==> config.mk <==
export PLATFORM = sky130hd
export DESIGN_NAME = uart_packet_parser
export DESIGN_NICKNAME = d
export VERILOG_FILES = /design/src/rtl/uart_pkt_pkg.sv /design/src/rtl/pkt_timeout_timer.sv /design/src/rtl/uart_packet_parser.sv
export SDC_FILE = /design/constraint.sdc
export NUM_CORES = 1
export LEC_CHECK = 0
export CORE_ASPECT_RATIO = 0.7
export CORE_MARGIN = 2
export CORE_UTILIZATION = 60
export CTS_CLUSTER_SIZE = 25
export DETAILED_ROUTE_END_ITERATION = 16
export GPL_ROUTABILITY_DRIVEN = 0
export PLACE_DENSITY = 0.95
export RECOVER_POWER = 25
export SYNTH_ARGS = -nofsm -noshare
export SYNTH_HDL_FRONTEND = slang
export SYNTH_HIERARCHICAL = 1
export SYNTH_SLANG_ARGS = --single-unit
export TNS_END_PERCENT = 10
==> constraint.sdc <==
create_clock -name clk -period 18.12 [get_ports clk]
set_clock_uncertainty 0.05 [all_clocks]
set_input_delay 2.718 -clock clk [delete_from_list [all_inputs] [get_ports clk]]
set_output_delay 2.718 -clock clk [all_outputs]
set_load 0.05 [all_outputs]
==> src/rtl/uart_pkt_pkg.sv <==
// Shared constants and state encoding for the UART packet parser.
package uart_pkt_pkg;

  localparam logic [7:0] SYNC_BYTE = 8'hA5;

  typedef enum logic [2:0] {
    IDLE,
    CMD,
    LEN,
    PAYLOAD,
    CHK
  } parser_state_t;

endpackage

==> src/rtl/pkt_timeout_timer.sv <==
// Inter-byte timeout counter: cleared on demand, counts while enabled and
// holds at the limit so expiry stays asserted until the next clear.
module pkt_timeout_timer #(
  parameter int unsigned TIMEOUT_CYCLES = 50000
) (
  input  logic clk,
  input  logic reset,
  input  logic clear,
  input  logic enable,
  output logic expired
);

  localparam int unsigned CW = $clog2(TIMEOUT_CYCLES + 1);
  localparam logic [CW-1:0] LIMIT = CW'(TIMEOUT_CYCLES);

  logic [CW-1:0] count;

  always_ff @(posedge clk or posedge reset) begin
    if (reset)
      count <= '0;
    else if (clear)
      count <= '0;
    else if (enable && count != LIMIT)
      count <= count + CW'(1);
  end

  assign expired = (count == LIMIT);

endmodule

==> src/rtl/uart_packet_parser.sv <==
// Frames SYNC/CMD/LEN/payload/CHK packets from a UART byte stream and
// presents checksum-correct packets on a valid/ready output register.
module uart_packet_parser
  import uart_pkt_pkg::*;
#(
  parameter int unsigned MAX_PAYLOAD    = 8,
  parameter int unsigned TIMEOUT_CYCLES = 50000
) (
  input  logic                     clk,
  input  logic                     reset,
  input  logic [7:0]               rx_data,
  input  logic                     rx_valid,
  input  logic                     pkt_ready,
  output logic                     pkt_valid,
  output logic [7:0]               pkt_cmd,
  output logic [7:0]               pkt_len,
  output logic [8*MAX_PAYLOAD-1:0] pkt_payload,
  output logic                     chk_err,
  output logic                     len_err,
  output logic                     timeout_err,
  output logic                     drop_err,
  output logic                     busy
);

  localparam int unsigned IDX_W = (MAX_PAYLOAD > 1) ? $clog2(MAX_PAYLOAD) : 1;

  parser_state_t state, state_d;
  logic [7:0] cmd_q, cmd_d, len_q, len_d, xor_q, xor_d;
  logic [IDX_W-1:0] idx_q, idx_d;
  logic [MAX_PAYLOAD-1:0][7:0] wbuf_q, wbuf_d;
  logic good, chk_err_d, len_err_d, tmo_d, expired;

  pkt_timeout_timer #(.TIMEOUT_CYCLES(TIMEOUT_CYCLES)) u_timer (
    .clk     (clk),
    .reset   (reset),
    .clear   (rx_valid || state == IDLE),
    .enable  (state != IDLE),
    .expired (expired)
  );

  always_comb begin
    state_d   = state;
    cmd_d     = cmd_q;
    len_d     = len_q;
    xor_d     = xor_q;
    idx_d     = idx_q;
    wbuf_d    = wbuf_q;
    good      = 1'b0;
    chk_err_d = 1'b0;
    len_err_d = 1'b0;
    tmo_d     = 1'b0;
    if (rx_valid) begin
      case (state)
        IDLE: if (rx_data == SYNC_BYTE) begin
          state_d = CMD;
          wbuf_d  = '0;
        end
        CMD: begin
          cmd_d   = rx_data;
          xor_d   = rx_data;
          state_d = LEN;
        end
        LEN: if (rx_data > 8'(MAX_PAYLOAD)) begin
          len_err_d = 1'b1;
          state_d   = IDLE;
        end else begin
          len_d   = rx_data;
          xor_d   = xor_q ^ rx_data;
          idx_d   = '0;
          state_d = (rx_data == 8'd0) ? CHK : PAYLOAD;
        end
        PAYLOAD: begin
          wbuf_d[idx_q] = rx_data;
          xor_d         = xor_q ^ rx_data;
          if (8'(idx_q) == len_q - 8'd1)
            state_d = CHK;
          else
            idx_d = idx_q + IDX_W'(1);
        end
        CHK: begin
          state_d = IDLE;
          if (rx_data != xor_q)
            chk_err_d = 1'b1;
          else
            good = 1'b1;
        end
        default: state_d = IDLE;
      endcase
    end else if (expired && state != IDLE) begin
      // A byte arriving in the expiry cycle wins; only a silent cycle times out.
      tmo_d   = 1'b1;
      state_d = IDLE;
    end
  end

  always_ff @(posedge clk or posedge reset) begin
    if (reset) begin
      state  <= IDLE;
      cmd_q  <= '0;
      len_q  <= '0;
      xor_q  <= '0;
      idx_q  <= '0;
      wbuf_q <= '0;
    end else begin
      state  <= state_d;
      cmd_q  <= cmd_d;
      len_q  <= len_d;
      xor_q  <= xor_d;
      idx_q  <= idx_d;
      wbuf_q <= wbuf_d;
    end
  end

  always_ff @(posedge clk or posedge reset) begin
    if (reset) begin
      pkt_valid   <= 1'b0;
      pkt_cmd     <= '0;
      pkt_len     <= '0;
      pkt_payload <= '0;
      chk_err     <= 1'b0;
      len_err     <= 1'b0;
      timeout_err <= 1'b0;
      drop_err    <= 1'b0;
    end else begin
      chk_err     <= chk_err_d;
      len_err     <= len_err_d;
      timeout_err <= tmo_d;
      drop_err    <= good && pkt_valid && !pkt_ready;
      // A transfer in the same cycle frees the slot for the new packet.
      if (good && (!pkt_valid || pkt_ready)) begin
        pkt_valid   <= 1'b1;
        pkt_cmd     <= cmd_q;
        pkt_len     <= len_q;
        pkt_payload <= wbuf_q;
      end else if (pkt_valid && pkt_ready) begin
        pkt_valid <= 1'b0;
      end
    end
  end

  assign busy = (state != IDLE);

endmodule

# Word level (Yosys, flattened, before mapping)
# Cells that the tools add are included.
[word_totals] ff_bits=195 latch_bits=0 mem_bits_rw=0 mem_bits_ro=0 inputBits=12 elab_cells=102 memories=0
[classes] n_addsub=3 multipliers=0 div=0 n_lt_le_gt_ge=3 eq_ne=14 shifts=0 n_mux=32 n_bitwise=2 n_reduce_logical=26
[ops] operator="$pmux W64 S2" n=1
[ops] operator="$bwmux W64" n=1
[ops] operator="$mux W64" n=1
[ops] operator="$mux W16" n=2
[ops] operator="$demux W8 S3" n=1
[ops] operator="$mux W3" n=8
[ops] operator="$pmux W8 S3" n=1
[ops] operator="$add A16 B1 Y16 const B" n=1
[ops] operator="$eq A16 B16 Y1 const B" n=1
[ops] operator="$mux W8" n=2
[ops] operator="$ne A16 B16 Y1 const B" n=1
[ops] operator="$mux W1" n=13
[ops] operator="$pmux W3 S4" n=1
[ops] operator="$reduce_and A3 Y1" n=4
[ops] operator="$reduce_bool A2 Y1" n=5
[ops] operator="$eq A3 B8 Y1" n=1
[ops] operator="$eq A8 B8 Y1 const B" n=1
[ops] operator="$gt A8 B4 Y1 const B" n=1
[ops] operator="$logic_not A8 Y1" n=1
[ops] operator="$ne A8 B8 Y1" n=1
[ops] operator="$sub A8 B1 Y8 const B" n=1
[ops] operator="$xor A8 B8 Y8" n=1
[ops] operator="$logic_and A1 B1 Y1" n=7
[ops] operator="$eq A3 B2 Y1 const B" n=2
[ops] operator="other kinds (17)" n=21

# Logic depth before layout (Yosys ltp)
[logic_depth] ltp_word=6 depth_mapped=8 mapped_depth_nobuf=8

# Cells and area by module
# The synthesis kept the hierarchy.
[by_module_without_submodules] module="uart_packet_parser" n_inst=1 cells_per_inst=514 area_each_um2=7226.9 seq_area_each_um2=4479.3
[by_module_without_submodules] module="pkt_timeout_timer" n_inst=1 cells_per_inst=88 area_each_um2=879.6 seq_area_each_um2=400.4

# Worst setup path after synthesis
# No wires, ideal clock.
[synth_timing] path_type="input to register" startpoint="input rx_data[0]" endpoint="register idx_q[0]" setup_time_ns=0.133 arrival_ns=3.994 slack_ns=13.943 stages=6 n_path_buf=2 path_cell_list="buf_2 > o31ai_1 > a41o_1 > buf_2 > a21boi_0 > mux2i_1"
[synth_between] elab_chain_cells=3
[synth_lines] item="start: declaration" line_no="uart_packet_parser.sv:11" source="input logic [7:0] rx_data,"
[synth_lines] item="$gt A8 B4 Y1" line_no="uart_packet_parser.sv:63" source="LEN: if (rx_data > 8'(MAX_PAYLOAD)) begin"
[synth_lines] item="$ne A2 B2 Y1 (no source line)"
[synth_lines] item="$reduce_and A4 Y1 (no source line)"
[synth_lines] item="end signal: assignment" line_no="uart_packet_parser.sv:109" source="idx_q <= idx_d;"
[synth_lines] item="end: declaration" line_no="uart_packet_parser.sv:29" source="logic [IDX_W-1:0] idx_q, idx_d;"
# No other way between the ends.
# A chain may end at the register's enable or synchronous reset.

==> summary.log <==
INFO  run_status     run_status=finished, violations left
INFO  run_status     failed_checks=max-capacitance violations, max-slew violations
INFO  setup_path     cp.arrival=6.81ns
INFO  die            die_w=142.9um
INFO  route          route.detailed.drc=0
INFO  timing         timing.final.max_slew_violations=103
INFO  logic_synthesis yosys_warnings=6
INFO  global_routing number_of_antenna_violations_at_the_first_check_in_global_routing=0
INFO  power          power_per_standard_cell_area=119.9mW/mm^2
INFO  die            core-area=0.01318sqmm
INFO  logic_synthesis synth-main-ff-cell=dfrtp_1
INFO  cells_and_area final_cell_mix=dfrtp_1 (195), mux2_2 (99), clkdlybuf4s50_1 (95), o2bb2ai_1 (64), nand2_1 (27)
INFO  clocking       cts.sinks=195
INFO  power          irDropWorstVdd=0.00009059V
INFO  logic_synthesis main_combinational_cell_family_by_area_after_synthesis=multiplexers
INFO  timing         worstMarginPinSlew=4.327ns
INFO  logic_synthesis syn-cell-area=0.008107sqmm
INFO  cells_and_area most_common_cell_after_layout_fill_and_taps_aside=dfrtp_1
INFO  logic_synthesis netlist-cell-type-count=54
INFO  logic_synthesis share_of_the_synthesized_netlist_area_taken_by_xor_and_xnor_gates=2.269%
INFO  global_routing groute.usage.overall=28.58%
INFO  route          drt-wirelength-per-cell=21.91um
INFO  logic_synthesis synth_adder_area_share=0.6174%
INFO  cells_and_area areaGrowthSynthToFinish=20.39%
INFO  place          placed_cells_incl_taps=855
INFO  flow_run       maxCapViolations=1
INFO  setup_path     crit_path_max_fanout=102
INFO  clocking       clock_pin_slew_of_the_registers_on_the_worst_case_setup_and_hold_paths=0.07ns
INFO  timing         fin_crit=6.436ns
INFO  die            dieHeight=101.3um
INFO  clocking       cts_tree=done
INFO  die            floorplan.initialDensity=61.50%
INFO  cells_and_area finalNonFillerCells=887
INFO  cells_and_area drive_above_1_share=21.94%
INFO  timing         timing.final.setup_violations=0
INFO  logic_synthesis synthSimpleGateAreaFrac=8.350%
INFO  timing         max-slew-margin-rel=-190.0%
INFO  place          dpl.hpwl=12060um
INFO  clocking       cts-root-buf=clkbuf_16
INFO  logic_synthesis synth.area.mux_share=14.99%
INFO  timing         setup-tns-final=0ns
INFO  logic_synthesis synth.ff_latch_count=195
INFO  global_routing grt_first_pass_wirelength=31260um
INFO  timing         finalCritPeriodShare=35.52%
INFO  logic_synthesis synth-compound-area-share=10.76%
INFO  clocking       h-tree-depth=4
INFO  min_path       min_path_type=reg2reg
INFO  logic_synthesis synth_enable_flop_cells=0
INFO  place          numPortBuffers=97
INFO  setup_path     required=18.50ns
INFO  die            io_pins=98
INFO  cells_and_area antenna_cells=0
INFO  global_routing first_global_vias=5519
INFO  global_routing gr-total-overflow=0
INFO  clocking       numCtsBuffers=17
INFO  clocking       post_cts_hold_fix_bufs=0
INFO  route          first_pass_iters=6
INFO  global_routing grt_max_degree=103
INFO  power          cellLeakagePower=4.467nW
INFO  cells_and_area nets=705
INFO  die            die_area=0.01447sqmm
INFO  route          first_iter_violations=553
INFO  logic_synthesis synthesis.instances=602
INFO  logic_synthesis syn_area_per_cell=13.47squm
INFO  timing         number_of_hold_violations_in_the_final_report=0
INFO  setup_path     crit_type=in2async
INFO  timing         finalHoldWorstSlack=0.4472ns
INFO  clocking       insertion_delay=0.43ns
INFO  die            rows=35
INFO  clocking       post_cts.resized_instances=0
INFO  route          post_drt_via_cell_ratio=6.304
INFO  clocking       bufs_on_longest_clock_path=2
INFO  route          ant_nets=0
INFO  logic_synthesis sequential_share_of_the_synthesized_area=60.19%
INFO  setup_path     critPathLaunchType=input port
INFO  setup_path     crit_path_end_kind=async pin
INFO  timing         max_freq=0.1554GHz
INFO  timing         rsz_0062_raised_after_global_routing=false
INFO  logic_synthesis synth_async_sr_flop_share=100.0%
INFO  route          route.final.wire_length=19440um
INFO  setup_path     r2r_slack=15.33ns
INFO  clocking       postCtsSetupRepairBufs=0
INFO  logic_synthesis postSynthNetCount=618
INFO  route          dr_total_vias=5592
## registers in the layout, summed over array words and instances, names as in the netlist
| register | cells |
|---|---|
| chk_err | 1 |
| cmd_q | 8 |
| drop_err | 1 |
| idx_q | 3 |
| len_err | 1 |
| len_q | 8 |
| pkt_cmd | 8 |
| pkt_len | 8 |
| pkt_payload | 64 |
| pkt_valid | 1 |
| state | 3 |
| timeout_err | 1 |
| u_timer/count | 16 |
| wbuf_q | 64 |
| xor_q | 8 |
## kinds of logic (layout without fill, tap and decap cells)
family                     after synthesis  in the layout
DFF                                    195            195
and+or+nand+nor                        121            121
muxes                                  109            109
AOI/OAI and AO/OA                      101            101
buffers and inverters                   51            151
xor gates and xnor gates                21             21
adders and majority gates                4              4
## where the power goes
part / total, mW / switching (mW) / leakage [nW] / internal, mW
Sequential: 0.563 / 0.0627 / 2.66 / 0.501
Combinational: 0.232 / 0.132 / 1.51 / 0.101
Clock: 0.375 / 0.189 / 0.288 / 0.186
Total: 1.17 / 0.383 / 4.47 / 0.787
## critical path, cell delays in order
cell	delay (ns)
dlygate4sd3_1	0.57
clkinvlp_2	2.41
buf_4	1.03
## through the flow
step	setup WS [ns]	util, %	instance area [sq um]	power (mW)
after CTS	12.90	74.07	9763	1.167
after floorplan	10.49	-	8107	0.7287
after global routing	10.86	74.04	9759	1.218
after detailed placement	12.52	69.61	9175	0.7879
final	11.68	74.04	9759	1.170
after global placement	12.61	69.61	9175	0.7667
## final timing paths
check | startpoint | to | depth (start not counted)
max in group clk | rx_data[1] | pkt_payload[1] | 7
setup reg to reg | state[0] | pkt_payload[1] | 5
hold reg to reg | wbuf_q[21] | wbuf_q[21] | 1
min in group asynchronous | reset | u_timer/count[12] | 2
hold / removal | wbuf_q[21] | wbuf_q[21] | 1
setup / recovery | reset | wbuf_q[16] | 3
## cell type report
class	count	area (sq um)
sequential	195	4880
fill	751	3422
timing repair buffer	99	985.9
tap	185	231.5
inverter	20	76.32
clock inverter	15	162.7
clock buffer	17	425.4
multi-input combinational	356	2998
## per-layer routing
metal / routed length, um / track usage, % / vias to the layer above
met5: 0 / 0 / -
met4: 575 / 13.48 / 0
met3: 1389 / 5.059 / 61
met2: 9207 / 43.95 / 325
met1: 8263 / 40.40 / 2820
li1: - / - / 2386
## synth_stat cells (10+ instances only)
cell type	number	area share, %
dfrtp_1	195	60
mux2_2	99	14
o2bb2ai_1	64	6.9
nand2_1	27	1.3
nor2_1	22	1.0
inv_1	20	0.93
buf_2	15	0.93
nand3_1	13	0.80
xnor2_1	12	1.3
nand4_1	11	0.85
mux2i_1	10	1.2
or3_1	10	0.77
Note: power is estimated with default switching activity, not from simulation.
==> variant 1 (same flow settings) <==
`TIMEOUT_CYCLES` is set to 50000 in 2 places; all go to 25000.
--- a/src/rtl/pkt_timeout_timer.sv
+++ b/src/rtl/pkt_timeout_timer.sv
@@ -1,7 +1,7 @@
 // Inter-byte timeout counter: cleared on demand, counts while enabled and
 // holds at the limit so expiry stays asserted until the next clear.
 module pkt_timeout_timer #(
-  parameter int unsigned TIMEOUT_CYCLES = 50000
+  parameter int unsigned TIMEOUT_CYCLES = 25000
 ) (
   input  logic clk,
   input  logic reset,
--- a/src/rtl/uart_packet_parser.sv
+++ b/src/rtl/uart_packet_parser.sv
@@ -4,7 +4,7 @@
   import uart_pkt_pkg::*;
 #(
   parameter int unsigned MAX_PAYLOAD    = 8,
-  parameter int unsigned TIMEOUT_CYCLES = 50000
+  parameter int unsigned TIMEOUT_CYCLES = 25000
 ) (
   input  logic                     clk,
   input  logic                     reset,
Formal check against the unedited RTL: no difference found for any inputs over 4 cycles, from zero or initial values and one cycle with reset high; that may be too few to reach the edited logic, so the function may still have changed.
==> variant 1 against the unedited design <==
Design area increased by 0.76%; synthesized area is 0.22% lower; core utilization rose by 0.56 points; critical path type unchanged; clock power up 10%; sequential cell count shrank 1; total power increased by 3.4%; wire length grew 0.73%; setup slack worse by 0.13 ns; the run still ends with capacitance limit, slew limit left; largest power group unchanged.
==> variant 1: results (changes against the unedited design) <==
post-synthesis mux area share 15.02% (+0.032 points); vias in the first global route 5,645 (+2.3%); Synth Area in Adders 0.6187% (+0.0013 points); Slew Viols, Final 112 (+8.7%); failing checks capacitance limit, slew limit; Worst slew margin -212.5% (-22 points); list of most frequent post-synthesis cells dfrtp_1, mux2_2, o2bb2ai_1, nand2_1, nor2_1; FF-to-FF setup slack 15.72 ns (+0.39 ns); sequential fraction of the synthesis area 60.02% (-0.18 points); R2R depth 7 (+2); slowest stage delay, CP 2.60 ns (+0.19 ns); status finished with violations; top flop regs pkt_payload: 64 flops, wbuf_q: 64 flops, u_timer/count: 15 flops; worst reg2reg startpoint len_q[0]; DR vias 5,498 (-1.7%); Leak Pwr 4.504 nW (+0.82%); max-cap viol count 1 (unchanged); Reg-to-Reg End idx_q[2]; first-pass GRT wire length 31,900 um (+2.1%); share of layout cells above drive strength 1 22.59% (+0.65 points); WL final 19,580 um (+0.73%); Mapped Nets 615 (-0.49%); worst hold slack 0.4504 ns (+0.003130 ns); crit path DAT 6.97 ns (+0.16 ns); synth top area cells dfrtp_1, mux2_2, o2bb2ai_1; Fill cells 778 (+3.6%); Tmin final 6.566 ns (+0.1300 ns); XOR/XNOR share of the synthesized area 2.274% (+0.0049 points); GRT Total Usage 29.30% (+0.72 points); initial DRC count 634 (+15%); Yosys cell types 57 (+5.6%); maximum resistive drop on vdd 0.09564 mV (+5.6%); # nets final 707 (+0.28%); post-synthesis compound-gate area fraction 11.08% (+0.32 points); crit path max fanout 111 (+8.8%); largest net degree at the start of global routing 112 (+8.7%)
==> variant 1: cell types whose count changed after synthesis, moves of 3 or more <==
| cell | delta |
|---|---|
| o21ai_0 | -4 |
| or3_1 | -4 |
| nand3_1 | +3 |
| nand4_1 | -3 |
| nor2_1 | +3 |
| xnor2_1 | +3 |
| xor2_1 | -3 |
==> variant 1: final cells by class <==
cell class / instances / area share (%)
inverters: 20 / 0.7762
repair buffers: 100 / 10.10
clock buffers: 19 / 4.606
well taps: 185 / 2.354
flip-flops and latches: 194 / 49.37
multi-input cells: 358 / 30.79
clock inverters: 13 / 1.998
==> variant 1: per-stage QoR <==
step | instances | power (mW) | cell area, um^2
finish | 889 | 1.210 | 9833
global route | 889 | 1.258 | 9833
CTS | 889 | 1.206 | 9837
detailed placement | 857 | 0.7894 | 9188
global placement | 857 | 0.7681 | 9188
floorplan | 599 | 0.7268 | 8089
==> variant 1: per-layer routing <==
layer	up-vias	global-route usage, %	share of wire [%]
met1	2813	42.32	44
met2	276	45.30	47
met5	-	0	0
met3	43	6.950	7.2
met4	0	8.606	2.1
li1	2366	-	-
==> variant 1: how the worst min path moves through the flow <==
stage / startpoint / end / cells after the start
3_3_place_gp: wbuf_q[59] / wbuf_q[59] / 1
5_1_grt: wbuf_q[28] / wbuf_q[28] / 1
3_5_place_dp: wbuf_q[28] / wbuf_q[28] / 1
4_1_cts: wbuf_q[28] / wbuf_q[28] / 1
6_report: wbuf_q[60] / wbuf_q[60] / 1
2_1_floorplan: wbuf_q[0] / wbuf_q[0] / 1
==> variant 1: report_power, final <==
part	total (mW)	internal, mW	switching [mW]
logic	0.231	0.101	0.130
registers	0.566	0.499	0.0672
clock network	0.413	0.242	0.171
==> variant 1: worst max-delay path, delay by kind of cell <==
kind	cells	cell delay [ns]
buf+inv	3	4.16
==> variant 2 (same settings) <==
Made on the original files. `wbuf_q` no longer has a reset.
--- a/src/rtl/uart_packet_parser.sv
+++ b/src/rtl/uart_packet_parser.sv
@@ -100,15 +100,17 @@
       len_q  <= '0;
       xor_q  <= '0;
       idx_q  <= '0;
-      wbuf_q <= '0;
     end else begin
       state  <= state_d;
       cmd_q  <= cmd_d;
       len_q  <= len_d;
       xor_q  <= xor_d;
       idx_q  <= idx_d;
-      wbuf_q <= wbuf_d;
     end
+  end
+
+  always_ff @(posedge clk) begin
+    wbuf_q <= wbuf_d;
   end
 
   always_ff @(posedge clk or posedge reset) begin
Formal check against the unedited RTL: no difference found for any inputs over 4 cycles, from zero or initial values and one cycle with reset high; that may be too few to reach the edited logic, so the function may still have changed.
==> variant 2 against the unedited design <==
Total power increased by 6.1%; design area is 5.4% higher; via count grew 2.8%; setup slack improved by 0.51 ns; non-clock buffer count rose by 4; core utilization down 0.39 points; sequential cell count unchanged; synthesized area rose by 6.0%; wire length is 0.56% higher; largest power group unchanged; highest routed layer unchanged.
==> variant 2: results (changes against the unedited design) <==
initial antenna violation count 0 (unchanged); Cells after DPL 911 (+6.5%); largest net degree at the start of global routing 85 (-17%); Mapped Nets 680 (+10%); Clock Latency Late Sink 0.43 ns (about the same); list of most frequent post-synthesis cells dfrtp_1, nor2_1, mux2_2, mux2i_1, edfxtp_1; FF-to-FF setup slack 15.17 ns (-0.16 ns); top flop regs pkt_payload: 64 flops, wbuf_q: 64 flops, u_timer/count: 16 flops; R2R depth 4 (-1); first-pass GRT wire length 31,020 um (-0.75%); Synth Instances 664 (+10%); H-tree depth 4 (unchanged); sequential fraction of the synthesis area 60.52% (+0.33 points); HP Start cmd_q[6]; crit path DAT 6.17 ns (-0.64 ns); crit path max fanout 80 (-22%); synth top area cells dfrtp_1, edfxtp_1, mux2_2; share of layout cells above drive strength 1 16.87% (-5.1 points); post-DP HPWL 12,070 um (+0.12%); placed cell area 9672 um^2 (+5.4%); WL final 19,550 um (+0.56%); # nets final 756 (+7.2%); Worst Hold End cmd_q[6]; status finished clean; ys async rst share 67.18% (-33 points); initial DRC count 548 (-0.90%); EDFF count, synth 64 (+64); maximum resistive drop on vdd 0.07157 mV (-21%); Yosys cell types 52 (-3.7%); GRT Total Usage 26.07% (-2.5 points); Leak Pwr 4.576 nW (+2.4%); Hold Path Cell Cnt 2 (+1); worst hold slack 0.4367 ns (-0.01049 ns); Reg-to-Reg End pkt_payload[41]; Tightest Pin Transition 1.353 ns (-2.974 ns); first-pass iteration count of the detailed router 5 (-1); Vias/cell 6.093 (-3.3%); pre-CTS WS 11.92 ns (-0.5966 ns); DR vias 5,746 (+2.8%)
variant 2: logic make-up after synthesis:
group	after synthesis	synth area share, %
simple gates	193	11.14
flops	195	60.52
xor+xnor	23	2.345
mux	155	19.31
fa+ha+maj	4	0.5825
compound gates	39	3.350
buf+inv	55	2.752
variant 2: area by class of cell:
class,instances,area (um^2)
clock buffers,19,432.9
flip-flops and latches,195,5200
well taps,190,237.7
clock inverters,13,180.2
fillers,849,3680
inverters,9,35.03
repair buffers,103,1016
multi-input cells,414,3182
variant 2: report_power, final:
group | internal, mW | leakage (nW) | total [mW] | switching [mW]
sequential | 0.531 | 2.41 | 0.584 | 0.0534
clock | 0.231 | 0.296 | 0.397 | 0.165
combinational | 0.0994 | 1.87 | 0.261 | 0.161
variant 2: worst max-delay path by stage:
stage / end / startpoint / slack (ns)
2_1_floorplan: wbuf_q[0] / rx_data[3] / 11.02
3_3_place_gp: pkt_len[1] / rx_data[5] / 12.05
3_5_place_dp: pkt_payload[41] / rx_data[2] / 11.92
4_1_cts: pkt_payload[41] / rx_data[2] / 12.30
5_1_grt: pkt_payload[41] / rx_data[2] / 12.03
6_report: pkt_payload[41] / rx_data[2] / 12.19
variant 2: layer usage:
layer,vias up,global-route usage [%],part of all wire (%)
met3,33,5.570,7.2
met4,0,9.066,1.8
met5,-,0,0
met1,2936,35.70,42
li1,2505,-,-
met2,272,41.95,49
variant 2: worst max-delay path, cell delays in order:
cell           delay, ns
dlygate4sd3_1       1.14
xnor2_1             0.19
nand4_1             0.14
nor2_1              0.30
nand3_4             0.84
mux2_1              0.71
